$ cat src/rtl/cevre_istek_birimi_pkg.sv
`default_nettype none
// ============================================================================
//  Module      : cevre_istek_birimi_pkg
//  Description : Shared constants for the peripheral request unit: bus
//                widths, TL-UL op codes, A/D channel field layout and
//                small pack/unpack helpers.
//  Revision    : 1.0 - initial release
// ============================================================================
package cevre_istek_birimi_pkg;

    localparam int ADRES_BIT = 32;
    localparam int VERI_BIT  = 32;

    localparam logic LOW  = 1'b0;
    localparam logic HIGH = 1'b1;

    // TL-UL op codes (A channel requests, D channel acknowledges)
    localparam logic [2:0] TL_OP_PUT_FULL = 3'd0;
    localparam logic [2:0] TL_OP_PUT_PART = 3'd1;
    localparam logic [2:0] TL_OP_GET      = 3'd4;
    localparam logic [2:0] TL_OP_ACK      = 3'd0;
    localparam logic [2:0] TL_OP_ACK_DATA = 3'd1;

    // A channel field layout: {opcode, size, mask, source}
    localparam int TL_A_BITS       = 13;
    localparam int TL_A_OP_MSB     = 12;
    localparam int TL_A_OP_LSB     = 10;
    localparam int TL_A_SIZE_MSB   = 9;
    localparam int TL_A_SIZE_LSB   = 8;
    localparam int TL_A_MASK_MSB   = 7;
    localparam int TL_A_MASK_LSB   = 4;
    localparam int TL_A_SOURCE_MSB = 3;
    localparam int TL_A_SOURCE_LSB = 0;

    // D channel field layout: {opcode, source}
    localparam int TL_D_BITS       = 7;
    localparam int TL_D_OP_MSB     = 6;
    localparam int TL_D_OP_LSB     = 4;
    localparam int TL_D_SOURCE_MSB = 3;
    localparam int TL_D_SOURCE_LSB = 0;

    // Every access is a full 32-bit word (2^2 bytes)
    localparam logic [1:0] TL_BOYUT_4B = 2'd2;

    // Response data reported when a request times out
    localparam logic [VERI_BIT-1:0] ZAMAN_ASIMI_VERI = 32'hDEAD_BEEF;

    // Loads become GET; stores are full or partial depending on the mask
    function automatic logic [2:0] tl_op_kodla(input logic yaz, input logic [3:0] maske);
        if (!yaz) begin
            return TL_OP_GET;
        end
        return (maske == 4'b1111) ? TL_OP_PUT_FULL : TL_OP_PUT_PART;
    endfunction

    function automatic logic [TL_A_BITS-1:0] tl_a_paketle(
        input logic [2:0] op,
        input logic [1:0] boyut,
        input logic [3:0] maske,
        input logic [3:0] kaynak
    );
        logic [TL_A_BITS-1:0] a;
        a = '0;
        a[TL_A_OP_MSB:TL_A_OP_LSB]         = op;
        a[TL_A_SIZE_MSB:TL_A_SIZE_LSB]     = boyut;
        a[TL_A_MASK_MSB:TL_A_MASK_LSB]     = maske;
        a[TL_A_SOURCE_MSB:TL_A_SOURCE_LSB] = kaynak;
        return a;
    endfunction

    function automatic logic [2:0] tl_d_op(input logic [TL_D_BITS-1:0] d);
        return d[TL_D_OP_MSB:TL_D_OP_LSB];
    endfunction

    function automatic logic [3:0] tl_d_kaynak(input logic [TL_D_BITS-1:0] d);
        return d[TL_D_SOURCE_MSB:TL_D_SOURCE_LSB];
    endfunction

endpackage
`default_nettype wire

$ cat src/rtl/cevre_istek_birimi_zaman_asimi_sayaci.sv
`default_nettype none
// ============================================================================
//  Module      : zaman_asimi_sayaci
//  Description : Wait-cycle counter for an outstanding peripheral request.
//                Synchronous clear, count enable, terminal count flag raised
//                while enabled and the count equals ZAMAN_ASIMI-1.
//  Revision    : 1.0 - initial release
// ============================================================================
module zaman_asimi_sayaci #(
    parameter int ZAMAN_ASIMI = 1024
) (
    input  logic clk_i,
    input  logic rstn_i,
    input  logic temizle_i,
    input  logic etkin_i,
    output logic bitti_o
);

    localparam logic [15:0] SON_DEGER = 16'(ZAMAN_ASIMI - 1);

    logic [15:0] sayac_q;

    // Count wait cycles; clear has priority so a new request starts from zero
    always_ff @(posedge clk_i or negedge rstn_i) begin
        if (!rstn_i) begin
            sayac_q <= '0;
        end else if (temizle_i) begin
            sayac_q <= '0;
        end else if (etkin_i) begin
            sayac_q <= sayac_q + 16'd1;
        end
    end

    assign bitti_o = etkin_i && (sayac_q == SON_DEGER);

endmodule
`default_nettype wire

$ cat src/rtl/cevre_istek_birimi.sv
`default_nettype none
// ============================================================================
//  Module      : cevre_istek_birimi
//  Description : Bridges single core memory requests onto a TL-UL peripheral
//                port. One outstanding transaction, 4-bit rotating source
//                tag, response carries read data and an op-mismatch error.
//                Optional request timeout enabled by CEVRE_ZAMAN_ASIMI_EN.
//  Revision    : 1.0 - initial release
// ============================================================================
module cevre_istek_birimi
    import cevre_istek_birimi_pkg::*;
#(
    parameter int ZAMAN_ASIMI = 1024
) (
    input  logic                 clk_i,
    input  logic                 rstn_i,
    input  logic                 bellek_istek_gecerli_i,
    output logic                 bellek_istek_hazir_o,
    input  logic [ADRES_BIT-1:0] bellek_adres_i,
    input  logic [VERI_BIT-1:0]  bellek_veri_i,
    input  logic [3:0]           bellek_maske_i,
    input  logic                 bellek_yaz_i,
    output logic                 bellek_yanit_gecerli_o,
    output logic [VERI_BIT-1:0]  bellek_yanit_veri_o,
    output logic                 bellek_yanit_hata_o,
    output logic [ADRES_BIT-1:0] cek_adres_o,
    output logic [VERI_BIT-1:0]  cek_veri_o,
    output logic [TL_A_BITS-1:0] cek_tilefields_o,
    output logic                 cek_gecerli_o,
    input  logic                 cek_hazir_i,
    input  logic [VERI_BIT-1:0]  cevre_veri_i,
    input  logic                 cevre_gecerli_i,
    input  logic [TL_D_BITS-1:0] cevre_tilefields_i,
    output logic                 cevre_hazir_o
);

    typedef enum logic [1:0] {
        BOSTA = 2'd0,
        ISTEK = 2'd1,
        YANIT = 2'd2
    } durum_t;

    if (ZAMAN_ASIMI < 2 || ZAMAN_ASIMI > 65535) begin : g_parametre_kontrol
        $error("ZAMAN_ASIMI must be within 2..65535");
    end

    durum_t                durum_q, durum_d;
    logic [ADRES_BIT-1:0]  adres_q, adres_d;
    logic [VERI_BIT-1:0]   veri_q, veri_d;
    logic [3:0]            maske_q, maske_d;
    logic [2:0]            op_q, op_d;
    logic [3:0]            tag_q, tag_d;
    logic                  yanit_gecerli_q, yanit_gecerli_d;
    logic [VERI_BIT-1:0]   yanit_veri_q, yanit_veri_d;
    logic                  yanit_hata_q, yanit_hata_d;

    // The tag advances when the A beat is accepted, so the tag in flight is one behind
    logic [3:0] w_verilen_tag;
    assign w_verilen_tag = tag_q - 4'd1;

`ifdef CEVRE_ZAMAN_ASIMI_EN
    logic w_sayac_temizle;
    logic w_sayac_etkin;
    logic w_zaman_doldu;

    assign w_sayac_temizle = (durum_q == BOSTA) && bellek_istek_gecerli_i;
    assign w_sayac_etkin   = (durum_q != BOSTA);

    zaman_asimi_sayaci #(
        .ZAMAN_ASIMI (ZAMAN_ASIMI)
    ) u_zaman_asimi_sayaci (
        .clk_i     (clk_i),
        .rstn_i    (rstn_i),
        .temizle_i (w_sayac_temizle),
        .etkin_i   (w_sayac_etkin),
        .bitti_o   (w_zaman_doldu)
    );
`endif

    // Next-state logic: accept core request, issue A beat, wait for matching D beat
    always_comb begin
        durum_d         = durum_q;
        adres_d         = adres_q;
        veri_d          = veri_q;
        maske_d         = maske_q;
        op_d            = op_q;
        tag_d           = tag_q;
        yanit_gecerli_d = LOW;
        yanit_veri_d    = yanit_veri_q;
        yanit_hata_d    = yanit_hata_q;

        case (durum_q)
            BOSTA: begin
                if (bellek_istek_gecerli_i) begin
                    adres_d = bellek_adres_i;
                    veri_d  = bellek_veri_i;
                    maske_d = bellek_yaz_i ? bellek_maske_i : 4'b1111;
                    op_d    = tl_op_kodla(bellek_yaz_i, bellek_maske_i);
                    durum_d = ISTEK;
                end
            end
            ISTEK: begin
                if (cek_hazir_i) begin
                    tag_d   = tag_q + 4'd1;
                    durum_d = YANIT;
                end
            end
            YANIT: begin
                if (cevre_gecerli_i && (tl_d_kaynak(cevre_tilefields_i) == w_verilen_tag)) begin
                    durum_d         = BOSTA;
                    yanit_gecerli_d = HIGH;
                    if (op_q == TL_OP_GET) begin
                        yanit_veri_d = cevre_veri_i;
                        yanit_hata_d = (tl_d_op(cevre_tilefields_i) != TL_OP_ACK_DATA);
                    end else begin
                        yanit_veri_d = '0;
                        yanit_hata_d = (tl_d_op(cevre_tilefields_i) != TL_OP_ACK);
                    end
                end
            end
            default: begin
                durum_d = BOSTA;
            end
        endcase

`ifdef CEVRE_ZAMAN_ASIMI_EN
        // A completion on the terminal cycle takes precedence over the timeout
        if (w_zaman_doldu && !yanit_gecerli_d) begin
            durum_d         = BOSTA;
            tag_d           = tag_q;
            yanit_gecerli_d = HIGH;
            yanit_veri_d    = ZAMAN_ASIMI_VERI;
            yanit_hata_d    = HIGH;
        end
`endif
    end

    // State and payload registers, cleared immediately by reset
    always_ff @(posedge clk_i or negedge rstn_i) begin
        if (!rstn_i) begin
            durum_q         <= BOSTA;
            adres_q         <= '0;
            veri_q          <= '0;
            maske_q         <= '0;
            op_q            <= '0;
            tag_q           <= '0;
            yanit_gecerli_q <= LOW;
            yanit_veri_q    <= '0;
            yanit_hata_q    <= LOW;
        end else begin
            durum_q         <= durum_d;
            adres_q         <= adres_d;
            veri_q          <= veri_d;
            maske_q         <= maske_d;
            op_q            <= op_d;
            tag_q           <= tag_d;
            yanit_gecerli_q <= yanit_gecerli_d;
            yanit_veri_q    <= yanit_veri_d;
            yanit_hata_q    <= yanit_hata_d;
        end
    end

    assign bellek_istek_hazir_o   = (durum_q == BOSTA);
    assign cek_gecerli_o          = (durum_q == ISTEK);
    assign cek_adres_o            = cek_gecerli_o ? adres_q : '0;
    assign cek_veri_o             = cek_gecerli_o ? veri_q : '0;
    assign cek_tilefields_o       = cek_gecerli_o ? tl_a_paketle(op_q, TL_BOYUT_4B, maske_q, tag_q) : '0;
    assign cevre_hazir_o          = HIGH;
    assign bellek_yanit_gecerli_o = yanit_gecerli_q;
    assign bellek_yanit_veri_o    = yanit_veri_q;
    assign bellek_yanit_hata_o    = yanit_hata_q;

endmodule
`default_nettype wire
$ cat config.mk
export PLATFORM = sky130hd
export DESIGN_NAME = cevre_istek_birimi
export DESIGN_NICKNAME = d
export VERILOG_FILES = /design/src/rtl/cevre_istek_birimi_pkg.sv /design/src/rtl/cevre_istek_birimi_zaman_asimi_sayaci.sv /design/src/rtl/cevre_istek_birimi.sv
export SDC_FILE = /design/constraint.sdc
export NUM_CORES = 1
export LEC_CHECK = 0
export BUFFER_PORTS_ARGS = -buffer_cell sky130_fd_sc_hd__buf_2
export CAP_MARGIN = 0
export CORE_ASPECT_RATIO = 2
export CORE_UTILIZATION = 47
export DETAILED_ROUTE_END_ITERATION = 10
export GPL_ROUTABILITY_DRIVEN = 0
export GPL_TIMING_DRIVEN = 0
export MAX_ROUTING_LAYER = met4
export PLACE_DENSITY = 0.8
export SETUP_SLACK_MARGIN = 0.1
export SYNTH_ARGS = -nofsm -noshare
export SYNTH_HDL_FRONTEND = slang
export SYNTH_SLANG_ARGS = --single-unit
$ cat constraint.sdc
create_clock -name clk_i -period 2.6 [get_ports clk_i]
set_clock_uncertainty 0.1 [all_clocks]
set_input_delay 0.52 -clock clk_i [delete_from_list [all_inputs] [get_ports clk_i]]
set_output_delay 0.52 -clock clk_i [all_outputs]
set_load 0.03 [all_outputs]
## Yosys cells after proc, flatten, opt, wreduce, memory -nomap -nowiden

Cells that the tools add are included.

| storage, ports and cells | value |
|---|---|
| register bits | 111 |
| output and inout bits | 114 |

| operators by class | value |
|---|---|
| $add $sub $neg | 2 |
| equal/unequal tests | 9 |
| muxes and demuxes | 18 |
| reductions and logical operators | 7 |

Operators with widths:

| cell | number |
|---|---|
| 32-bit 2-to-1 mux | 3 |
| 13-bit 2-to-1 mux | 1 |
| 1-bit 2-to-1 mux | 7 |
| 2-bit 2-to-1 mux | 3 |
| 3-bit 2-to-1 mux | 2 |
| 2-bit case mux with 3 select lines | 1 |
| 2-bit AND reduction | 3 |
| 4-bit by 1-bit adder with 4-bit output (second input constant) | 1 |
| 4-bit == test | 1 |
| 4-bit == test (second input constant) | 1 |
| 4-bit 2-to-1 mux | 1 |
| 2-bit inequality test (second input constant) | 2 |
| 4-bit by 1-bit subtractor with 4-bit output (second input constant) | 1 |
| 3-bit == test (second input constant) | 1 |
| 3-bit by 1-bit inequality test with 1-bit output (second input constant) | 1 |
| 3-bit AND reduction | 1 |
| 3-bit nonzero test | 1 |
| 2-bit by 1-bit == test with 1-bit output (second input constant) | 1 |
| 2-bit == test (second input constant) | 1 |
| 2-bit logical NOT | 1 |
| 2-bit by 1-bit inequality test with 1-bit output (second input constant) | 1 |
| 1-bit logical AND | 1 |

## Depth between registers and ports, before layout

Gate-level depths: netlist (run 1).

| logic depth | value |
|---|---|
| depth in word-level cells | 5 |
| mapped depth | 8 |

## Worst setup path after synthesis (run 1)

No wires, ideal clock.

| path | value |
|---|---|
| kind | register to output |
| start | register durum_q[1] |
| end | output port cek_tilefields_o[0] |
| arrival | 1458 ps |
| required time | 1980 ps |
| slack | 522 ps |
| cell stages (with the launch flop) | 4 |
| buffers on the path | 1 |
| path through | dfrtp_1 -> nor2b_1 -> clkbuf_1 -> and2_1 |

| between the ends | value |
|---|---|
| cells in the longest elaborated chain, start to end | 2 |

Ends and longest elaborated chain:

| item | line | text |
|---|---|---|
| from (decl) | cevre_istek_birimi.sv:47 | `durum_t durum_q, durum_d;` |
| from (signal assigned) | cevre_istek_birimi.sv:151 | `durum_q <= durum_d;` |
| 2-bit by 1-bit == test with 1-bit output | cevre_istek_birimi.sv:164 | `assign cek_gecerli_o = (durum_q == ISTEK);` |
| via cek_gecerli_o | cevre_istek_birimi.sv:29 | `output logic cek_gecerli_o,` |
| 13-bit 2-to-1 mux | cevre_istek_birimi.sv:167 | `assign cek_tilefields_o = cek_gecerli_o ? tl_a_paketle(op_q, TL_BOYUT_4B, maske_q, tag_q) : '0;` |
| to (decl) | cevre_istek_birimi.sv:28 | `output logic [TL_A_BITS-1:0] cek_tilefields_o,` |

The timed path passes the listed nets, and every way through them passes these cells.

## Worst setup path after layout (run 1)

| path | value |
|---|---|
| start | register durum_q[1] |
| end | output port cek_veri_o[16] |

| between the ends | value |
|---|---|
| cells in the longest elaborated chain, start to end | 2 |

Ends and longest elaborated chain:

| item | line | text |
|---|---|---|
| 2-bit by 1-bit == test with 1-bit output | cevre_istek_birimi.sv:164 |  |
| 32-bit 2-to-1 mux | cevre_istek_birimi.sv:166 | `assign cek_veri_o = cek_gecerli_o ? veri_q : '0;` |
| to (decl) | cevre_istek_birimi.sv:27 | `output logic [VERI_BIT-1:0] cek_veri_o,` |

Every way passes these cells.

==> metrics.yaml, run 1 <==
synth_area_leaders: "dfrtp_1 (55%), nand2_1 (17%), and2_1 (9.2%)"
die_y_um: 148
dr.first_iter.drc_count: 188
synth.avg_cell_area_um2: 8.99
worst_slack_ns: 0.223
mostFrequentLayoutCell: "nand2_1"
ir_drop_mv: 0.882
ys_types: 27
synth_async_sr_flop_share_pct: 100
clk_latency_ns: 0.34
die-area_mm2: 0.0112
worstMarginPinSlew_ns: 0.786
overflow: 0
placed_cell_area_mm2: 0.00636
numClockSinks: 110
cts_tree: "yes"
syn_to_final_growth_pct: 32.3
syn_inst: 560
critical-path-max-stage-delay_ns: 0.42
yosysSeqAreaShare_pct: 54.7
num_antenna_cells: 0
initial_core_util_pct: 48.1
drv_slew: 0
r2r_start: "tag_q[0]"
wl_per_cell_um: 13.9
end_kind: "primary output"
cts_root_buf: "clkbuf_16"
num_vias: 4347
yosysWarnings: 0
ys_ff_latch: 110
worstPathCellList: "nor2b_4 -> buf_4 -> buf_2 -> and2_1 -> buf_2"
yosysTopAreaCell: "dfrtp_1"
io_pins: 227
htreeDepth: 3
fin_area_mm2: 0.00666
firstDrtPassIters: 4
p_leak_nw: 3.75
synth_top_area_share_pct: 54.7
num_rows: 53
critPathRequiredTime_ns: 1.98
fin_cells: 939
relSlewSlack_pct: 47.6
synth_edf_count: 0
via_per_inst: 4.63
dp_slack_ns: -0.117
finalCritPeriodShare_pct: 91.4
drive_above_1_share_pct: 32.2
drv_cap: 0
startpoint_type: "flop"
fmax_mhz: 421
path_max_fanout: 10
grt_max_degree: 60
fin_hold_ws_ns: 0.154
powerDensity_mw_per_mm2: 1240
fill_cells: 914
final_nets: 912
path_class: "flop to primary output"
outcome: "finished clean"
slowest_stage: "dfrtp_1"
ctsHoldBuffers: 0
synth_top_flop_cell: "dfrtp_1"
hold_path_class: "input pin to asynchronous set/reset pin"
die_x_um: 75.2
grt_pass1_wl_mm: 20.2
grt_use_total_pct: 24.7
grt_pass1_vias: 4467
drcViolationCount: 0
dpl.hpwl_mm: 10.0
port_buffers: 223
core_mm2: 0.0105
post-route-min-period_ns: 2.38
numCtsBuffers: 9
path_clk_slew_ns: 0.08
path_common_cell: "buf_2"
antenna_found_initial: 0
place_inst: 922
clockBufferDepth: 2
routed_wl_mm: 13.1
hold_viol: 0
crit_start: "durum_q[1]"
fin_util_pct: 63.6
cp.arrival_ns: 1.76
syn_area_mm2: 0.00504
antenna_left: 0
setup_viol_count_final: 0
rsz0062_at_grt: "yes"
mostFrequentLayoutCells: "nand2_1 (230), buf_2 (225), dfrtp_1 (110), and2_1 (74), inv_1 (38)"
[critical path, delay by kind of cell, from the launching register on]
family | cells | cell delay [ns]
buf+inv | 3 | 0.62
flops | 1 | 0.42
simple gates | 2 | 0.37
[flip-flops by register name, indices dropped and copies added, names as in the netlist]
register and cells:
op_q 2, maske_q 4, tag_q 4, durum_q 2, adres_q 32, bellek_yanit_veri_o 32
bellek_yanit_hata_o 1, veri_q 32, bellek_yanit_gecerli_o 1
[report_power, final]
part / total, mW / internal (mW) / switching (mW) / leakage, nW
sequential: 2.94 / 2.51 / 0.427 / 1.31
clock: 1.30 / 0.681 / 0.617 / 0.125
combinational: 4.05 / 1.30 / 2.75 / 2.32
[cells in the mapped netlist, types with 3 or more instances]
master / instances
nand2_1: 230
mux2i_1: 32
nand3_1: 3
a31oi_1: 4
clkbuf_1: 26
inv_1: 38
xor2_1: 4
and2_1: 74
nor2_1: 7
buf_4: 4
dfrtp_1: 110
buf_12: 3
xnor2_1: 4
[layout make-up]
cell class / count / area [µm²] / area share, %
plain buffers: 35 / 215 / 3.23
clock buffers: 12 / 246 / 3.70
clock inverters: 4 / 31.3 / 0.470
inverters: 38 / 143 / 2.14
multi-input cells: 378 / 1950 / 29.2
flip-flops and latches: 110 / 2750 / 41.3
well taps: 137 / 171 / 2.57
repair buffers: 225 / 1150 / 17.3
[path summary, 6_finish.rpt]
kind | to | slack, ns | depth (start not counted)
worst max-delay path | cek_veri_o[16] | 0.22 | 5
worst min-delay path | bellek_yanit_veri_o[7] | 0.15 | 1
worst max register to register | bellek_yanit_hata_o | 0.37 | 7
worst min register to register | veri_q[6] | 0.37 | 2
max in group asynchronous | adres_q[20] | 1.52 | 2
min in group clk_i | adres_q[2] | 0.26 | 3
[metrics by stage]
step / power, mW / setup TNS [ns]
6_report: 8.29 / 0
3_3_place_gp: 6.83 / -30.98
2_1_floorplan: 5.70 / 0
4_1_cts: 8.35 / 0
3_5_place_dp: 7.01 / -1.81
5_1_grt: 8.88 / 0
[kinds of logic (layout without fill, tap and decap cells)]
kind of cell | count (synthesis) | after routing | synth area share [%]
simple gates | 324 | 324 | 28.5
compound gates | 6 | 6 | 0.696
xor+xnor | 9 | 9 | 1.84
flops | 110 | 110 | 54.7
other cells | 2 | 3 | 0.149
buf+inv | 73 | 314 | 6.88
mux | 34 | 34 | 6.81
fa+ha+maj | 2 | 2 | 0.497
[per-layer routing]
metal,routed length [µm],track usage [%],vias up
li1,-,-,2151
met1,4830,24.7,2024
met2,7260,45.7,154
met3,728,4.88,18
met4,242,8.33,0
met5,0,-,-
[timing repair]
| item | CTS | global route |
|---|---|---|
| buffers inserted | 0 | 1 |
| resized for setup | 7 | 7 |
| endpoints found under the setup margin | 76 | 40 |
(Power assumes the default switching activity.)
==> run 2: changes to the inputs <==
--- a/config.mk
+++ b/config.mk
@@ -8,11 +8,13 @@
 export BUFFER_PORTS_ARGS = -buffer_cell sky130_fd_sc_hd__buf_2
 export CAP_MARGIN = 0
+export CELL_PAD_IN_SITES_DETAIL_PLACEMENT = 0
+export CELL_PAD_IN_SITES_GLOBAL_PLACEMENT = 1
 export CORE_ASPECT_RATIO = 2
-export CORE_UTILIZATION = 47
+export CORE_UTILIZATION = 34
 export DETAILED_ROUTE_END_ITERATION = 10
 export GPL_ROUTABILITY_DRIVEN = 0
 export GPL_TIMING_DRIVEN = 0
 export MAX_ROUTING_LAYER = met4
-export PLACE_DENSITY = 0.8
+export PLACE_DENSITY_LB_ADDON = 0.1
 export SETUP_SLACK_MARGIN = 0.1
 export SYNTH_ARGS = -nofsm -noshare
--- a/constraint.sdc
+++ b/constraint.sdc
@@ -3,3 +3,3 @@
 set_input_delay 0.52 -clock clk_i [delete_from_list [all_inputs] [get_ports clk_i]]
 set_output_delay 0.52 -clock clk_i [all_outputs]
-set_load 0.03 [all_outputs]
+set_load 0.01 [all_outputs]
==> metrics.yaml, run 2 (synthesis results as in run 1) <==
hold_path_class: "input pin to flop"  # was input pin to asynchronous set/reset pin
startpoint_type: "flop"  # unchanged
clockBufferDepth: 2  # unchanged
rsz0062_at_grt: "no"  # was yes
numClockSinks: 110  # unchanged
drive_above_1_share_pct: 31.8  # was 32.2%
outcome: "finished clean"  # unchanged
worstMarginPinSlew_ns: 0.518  # was 0.786 ns
syn_to_final_growth_pct: 33.5  # was 32.3%
wl_per_cell_um: 13.4  # was 13.9 µm
grt_max_degree: 91  # was 60
num_antenna_cells: 0  # unchanged
grt_pass1_wl_mm: 20.8  # was 20.2 mm
die_x_um: 88.1  # was 75.2 µm
power.total_mw: 7.23  # was 8.29 mW
drv_slew: 0  # unchanged
drcViolationCount: 0  # unchanged
path_clk_slew_ns: 0.07  # was 0.08 ns
ir_drop_mv: 0.434  # was 0.882 mV
worst_slack_ns: 0.241  # was 0.223 ns
htreeDepth: 3  # unchanged
num_vias: 4271  # was 4,347
die_y_um: 174  # was 148 µm
cts_tree: "yes"  # unchanged
r2r_start: "tag_q[0]"  # unchanged
fin_cells: 994  # was 939
via_per_inst: 4.30  # was 4.63
routed_wl_mm: 13.4  # was 13.1 mm
firstDrtPassIters: 4  # unchanged
dr.first_iter.drc_count: 123  # was 188
relSlewSlack_pct: 65.4  # was 47.6%
powerDensity_mw_per_mm2: 1080  # was 1240 mW/mm²
die-area_mm2: 0.0153  # was 0.0112 mm²
finalCritPeriodShare_pct: 90.7  # was 91.4%
p_leak_nw: 3.74  # was 3.75 nW
place_inst: 977  # was 922
r2r_cells: 7  # unchanged
path_class: "flop to primary output"  # unchanged
mostFrequentLayoutCell: "nand2_1"  # unchanged
drv_cap: 0  # unchanged
post-route-min-period_ns: 2.36  # was 2.38 ns
mostFrequentLayoutCells: "nand2_1 (230), buf_2 (224), dfrtp_1 (110), and2_1 (74), inv_1 (38)"  # was nand2_1 (230), buf_2 (225), dfrtp_1 (110), and2_1 (74), inv_1 (38)
initial_core_util_pct: 34.9  # was 48.1%
overflow: 0  # unchanged
critPathRequiredTime_ns: 1.98  # about the same
path_max_fanout: 10  # unchanged
fmax_mhz: 424  # was 421 MHz
dpl.hpwl_mm: 10.4  # was 10.0 mm
cts_root_buf: "clkbuf_16"  # unchanged
antenna_found_initial: 0  # unchanged
grt_pass1_vias: 4296  # was 4,467
reg2reg_to: "bellek_yanit_hata_o"  # unchanged
end_kind: "primary output"  # unchanged
numCtsBuffers: 9  # unchanged
core_mm2: 0.0144  # was 0.0105 mm²
io_pins: 227  # unchanged
final_nets: 912  # unchanged
reg2reg_setup_slack_ns: 0.40  # was 0.37 ns
setup_viol_count_final: 0  # unchanged
crit_start: "durum_q[1]"  # unchanged
dp_slack_ns: -0.209  # was -0.117 ns
clk_latency_ns: 0.34  # about the same
num_rows: 62  # was 53
grt_use_total_pct: 18.4  # was 24.7%
antenna_left: 0  # unchanged
port_buffers: 223  # unchanged
hold_viol: 0  # unchanged
cp.arrival_ns: 1.74  # was 1.76 ns
cp-endpoint: "cek_veri_o[27]"  # was cek_veri_o[16]
[run 2: cell types whose count changed in the layout (fill, tap and decap cells not counted)]
| cell | before | now |
|---|---|---|
| buf_4 | 7 | 5 |
| clkbuf_1 | 23 | 25 |
| buf_2 | 225 | 224 |
| buf_6 | 1 | 2 |
| clkbuf_2 | 1 | 2 |
| clkbuf_4 | 1 | 0 |
| clkbuf_8 | 1 | 0 |
| dlygate4sd3_1 | 0 | 1 |
[run 2: report_power, final]
part | switching [mW] | internal [mW]
clock | 0.623 | 0.656
combinational | 1.75 | 1.28
sequential | 0.408 | 2.51
[run 2: critical path, cell delays in order (launching register included)]
cell	delay, ns
dfrtp_1	0.42
nor2b_4	0.23
buf_4	0.23
buf_2	0.22
and2_1	0.16
buf_2	0.14
[run 2: worst min path at each step]
stage                      startpoint                endpoint  cells past startpoint
global placement           adres_q[1]              adres_q[1]                      2
finish               bellek_veri_i[2]               veri_q[2]                      3
floorplan                      rstn_i              adres_q[0]                      0
CTS                 bellek_veri_i[10]              veri_q[10]                      3
global route        bellek_veri_i[13]              veri_q[13]                      3
detailed placement             rstn_i  bellek_yanit_veri_o[5]                      1
[run 2: final cells by class]
type                       instances  area [µm²]
buffer                            35         211
clock buffer                      12         236
clock inverter                     4        31.3
fill                            1532        7710
inverter                          38         143
multi-input combinational        378        1950
sequential                       110        2750
tap                              192         240
timing repair buffer             225        1160
[run 2: what timing repair did]
item	4_1_cts	5_1_grt
hold buffers	1	0
gates cloned	0	0
endpoints found under the hold margin	20	0
setup endpoints to repair	76	20
buffers inserted	0	0
resized for setup	7	2
[run 2: per-stage QoR]
step / TNS (ns) / util [%] / area [µm²] / hold WS [ns]
2_1_floorplan: 0 / - / 5040 / 0.124
5_1_grt: 0 / 46.6 / 6720 / 0.247
3_3_place_gp: -57.17 / 44.3 / 6400 / 0.349
4_1_cts: 0 / 46.6 / 6720 / 0.246
6_report: 0 / 46.6 / 6720 / 0.260
3_5_place_dp: -4.64 / 44.6 / 6430 / 0.288
[run 2: routing by layer]
layer,part of all wire (%),track usage [%]
met2,55,34.0
met5,0,-
met3,5.2,3.13
met1,38,18.8
met4,1.8,6.32
==> run 3: changes to the inputs <==
- CORE_ASPECT_RATIO: 2 -> not set
- REMOVE_ABC_BUFFERS: not set -> 1
- SLEW_MARGIN: not set -> 30
==> metrics.yaml, run 3 (synthesis results as in run 1) <==
numCtsBuffers: 9  # unchanged
syn_to_final_growth_pct: 33.9  # was 33.5%
grt_pass1_vias: 3939  # was 4,296
final_nets: 894  # was 912
via_per_inst: 4.36  # was 4.30
path_clk_slew_ns: 0.07  # about the same
drcViolationCount: 0  # unchanged
crit_buf_inv: 4  # was 3
htreeDepth: 3  # unchanged
drive_above_1_share_pct: 33.7  # was 31.8%
setup_viol_count_final: 0  # unchanged
outcome: "finished clean"  # unchanged
wl_per_cell_um: 13.3  # was 13.4 µm
die_y_um: 124  # was 174 µm
numClockSinks: 110  # unchanged
tns_ns: 0  # unchanged
finalCritPeriodShare_pct: 92.6  # was 90.7%
place_inst: 942  # was 977
crit_family: "buffers and inverters"  # unchanged
firstDrtPassIters: 4  # unchanged
startpoint_type: "flop"  # unchanged
rsz0062_at_grt: "yes"  # was no
clockBufferDepth: 2  # unchanged
end_kind: "flop"  # was primary output
port_buffers: 223  # unchanged
die_x_um: 124  # was 88.1 µm
num_antenna_cells: 0  # unchanged
ir_drop_mv: 0.360  # was 0.434 mV
cts_tree: "yes"  # unchanged
fmax_mhz: 415  # was 424 MHz
worstMarginPinSlew_ns: 0.513  # was 0.518 ns
grt_max_degree: 66  # was 91
hold_path_class: "input pin to flop"  # unchanged
grt_use_total_pct: 17.3  # was 18.4%
path_class: "flop to flop"  # was flop to primary output
relSlewSlack_pct: 65.6  # was 65.4%
core_mm2: 0.0145  # was 0.0144 mm²
num_vias: 4207  # was 4,271
dr.first_iter.drc_count: 179  # was 123
slowest_stage: "dfrtp_2"  # was dfrtp_1
grt_pass1_wl_mm: 19.5  # was 20.8 mm
hold_viol: 0  # unchanged
fill_cells: 1494  # was 1,532
clk_latency_ns: 0.35  # was 0.34 ns
worstPathCellList: "inv_1 -> ha_1 -> xnor3_1 -> nand4_1 -> nor3_4 -> buf_8 -> buf_8 -> buf_8 -> mux2_2"  # was nor2b_4 -> buf_4 -> buf_2 -> and2_1 -> buf_2
powerDensity_mw_per_mm2: 1080  # about the same
antenna_left: 0  # unchanged
antenna_found_initial: 0  # unchanged
post-route-min-period_ns: 2.41  # was 2.36 ns
path_common_cell: "buf_8"  # was buf_2
critPathRequiredTime_ns: 2.73  # was 1.98 ns
num_rows: 44  # was 62
initial_core_util_pct: 34.8  # was 34.9%
cp.arrival_ns: 2.54  # was 1.74 ns
io_pins: 227  # unchanged
fin_cells: 965  # was 994
p_leak_nw: 3.78  # was 3.74 nW
routed_wl_mm: 12.8  # was 13.4 mm
drv_cap: 0  # unchanged
mostFrequentLayoutCell: "nand2_1"  # unchanged
dpl.hpwl_mm: 8.98  # was 10.4 mm
cts_root_buf: "clkbuf_16"  # unchanged
critical-path-max-stage-delay_ns: 0.40  # was 0.42 ns
path_max_fanout: 11  # was 10
overflow: 0  # unchanged
mostFrequentLayoutCells: "nand2_1 (229), buf_2 (222), dfrtp_1 (108), and2_1 (73), inv_1 (38)"  # was nand2_1 (230), buf_2 (224), dfrtp_1 (110), and2_1 (74), inv_1 (38)
die-area_mm2: 0.0153  # about the same
drv_slew: 0  # unchanged
run 3: cell types whose count changed in the layout (fill, tap and decap cells not counted), moves of 2 or more:
cell	delta
clkbuf_1	-24
buf_8	+4
buf_16	+3
buf_4	+3
clkinv_2	+3
clkinvlp_4	-3
buf_2	-2
buf_6	-2
clkbuf_2	-2
dfrtp_1	-2
dfrtp_2	+2
run 3: area by class of cell:
cell class,instances,area [µm²],area share [%]
tap,184,230,3.41
clock inverter,3,15.0,0.223
sequential,110,2760,40.9
clock buffer,10,229,3.40
timing repair buffer,241,1390,20.6
multi-input combinational,379,1980,29.4
inverter,38,143,2.12
run 3: metal layers:
metal / global-route usage [%] / vias to the layer above / routed length [µm]
met5: - / - / 0
li1: - / 2114 / -
met3: 5.49 / 9 / 1050
met1: 20.7 / 1941 / 5640
met4: 5.65 / 0 / 157
met2: 27.7 / 143 / 5970
run 3: worst reg2reg max path, cell delays in order, from the launching register on:
cell	delay (ns)
dfrtp_2	0.40
inv_1	0.06
ha_1	0.21
xnor3_1	0.27
nand4_1	0.16
nor3_4	0.27
buf_8	0.15
buf_8	0.16
buf_8	0.17
mux2_2	0.35
run 3: worst paths after layout:
| kind | endpoint | slack (ns) | cells past startpoint | start |
|---|---|---|---|---|
| min | adres_q[28] | 0.25 | 3 | bellek_adres_i[28] |
| max in group asynchronous | veri_q[19] | 1.21 | 3 | rstn_i |
| max | bellek_yanit_hata_o | 0.19 | 9 | tag_q[0] |
| max reg2reg | bellek_yanit_hata_o | 0.19 | 9 | tag_q[0] |
| min reg2reg | veri_q[0] | 0.36 | 2 | veri_q[0] |
| min in group asynchronous | bellek_yanit_veri_o[27] | 0.55 | 2 | rstn_i |
run 3: metrics by stage:
step                      power, mW  instance area [µm²]  hold WS (ns)  setup slack (ns)  utilization (%)
after floorplan                4.67                 4840         0.124             -1.05                -
after global placement         5.79                 6180         0.349             -2.59             42.7
after detailed placement       6.11                 6410         0.343            -0.227             44.3
after CTS                      7.40                 6680         0.238             0.118             46.1
after global routing           7.97                 6740         0.239            0.0800             46.6
final                          7.31                 6740         0.254             0.192             46.6
run 3: report_power, final:
| part | internal (mW) | switching [mW] | total (mW) |
|---|---|---|---|
| Sequential | 2.52 | 0.408 | 2.93 |
| Combinational | 1.39 | 1.76 | 3.15 |
| Clock | 0.630 | 0.598 | 1.23 |
run 3: what timing repair did:
item	in CTS	in global routing
setup buffers	1	7
hold buffers	1	0
endpoints found under the setup margin	11	42
cloned	0	1
pin swaps	1	2
hold endpoints to repair	45	0
resized for setup	1	2
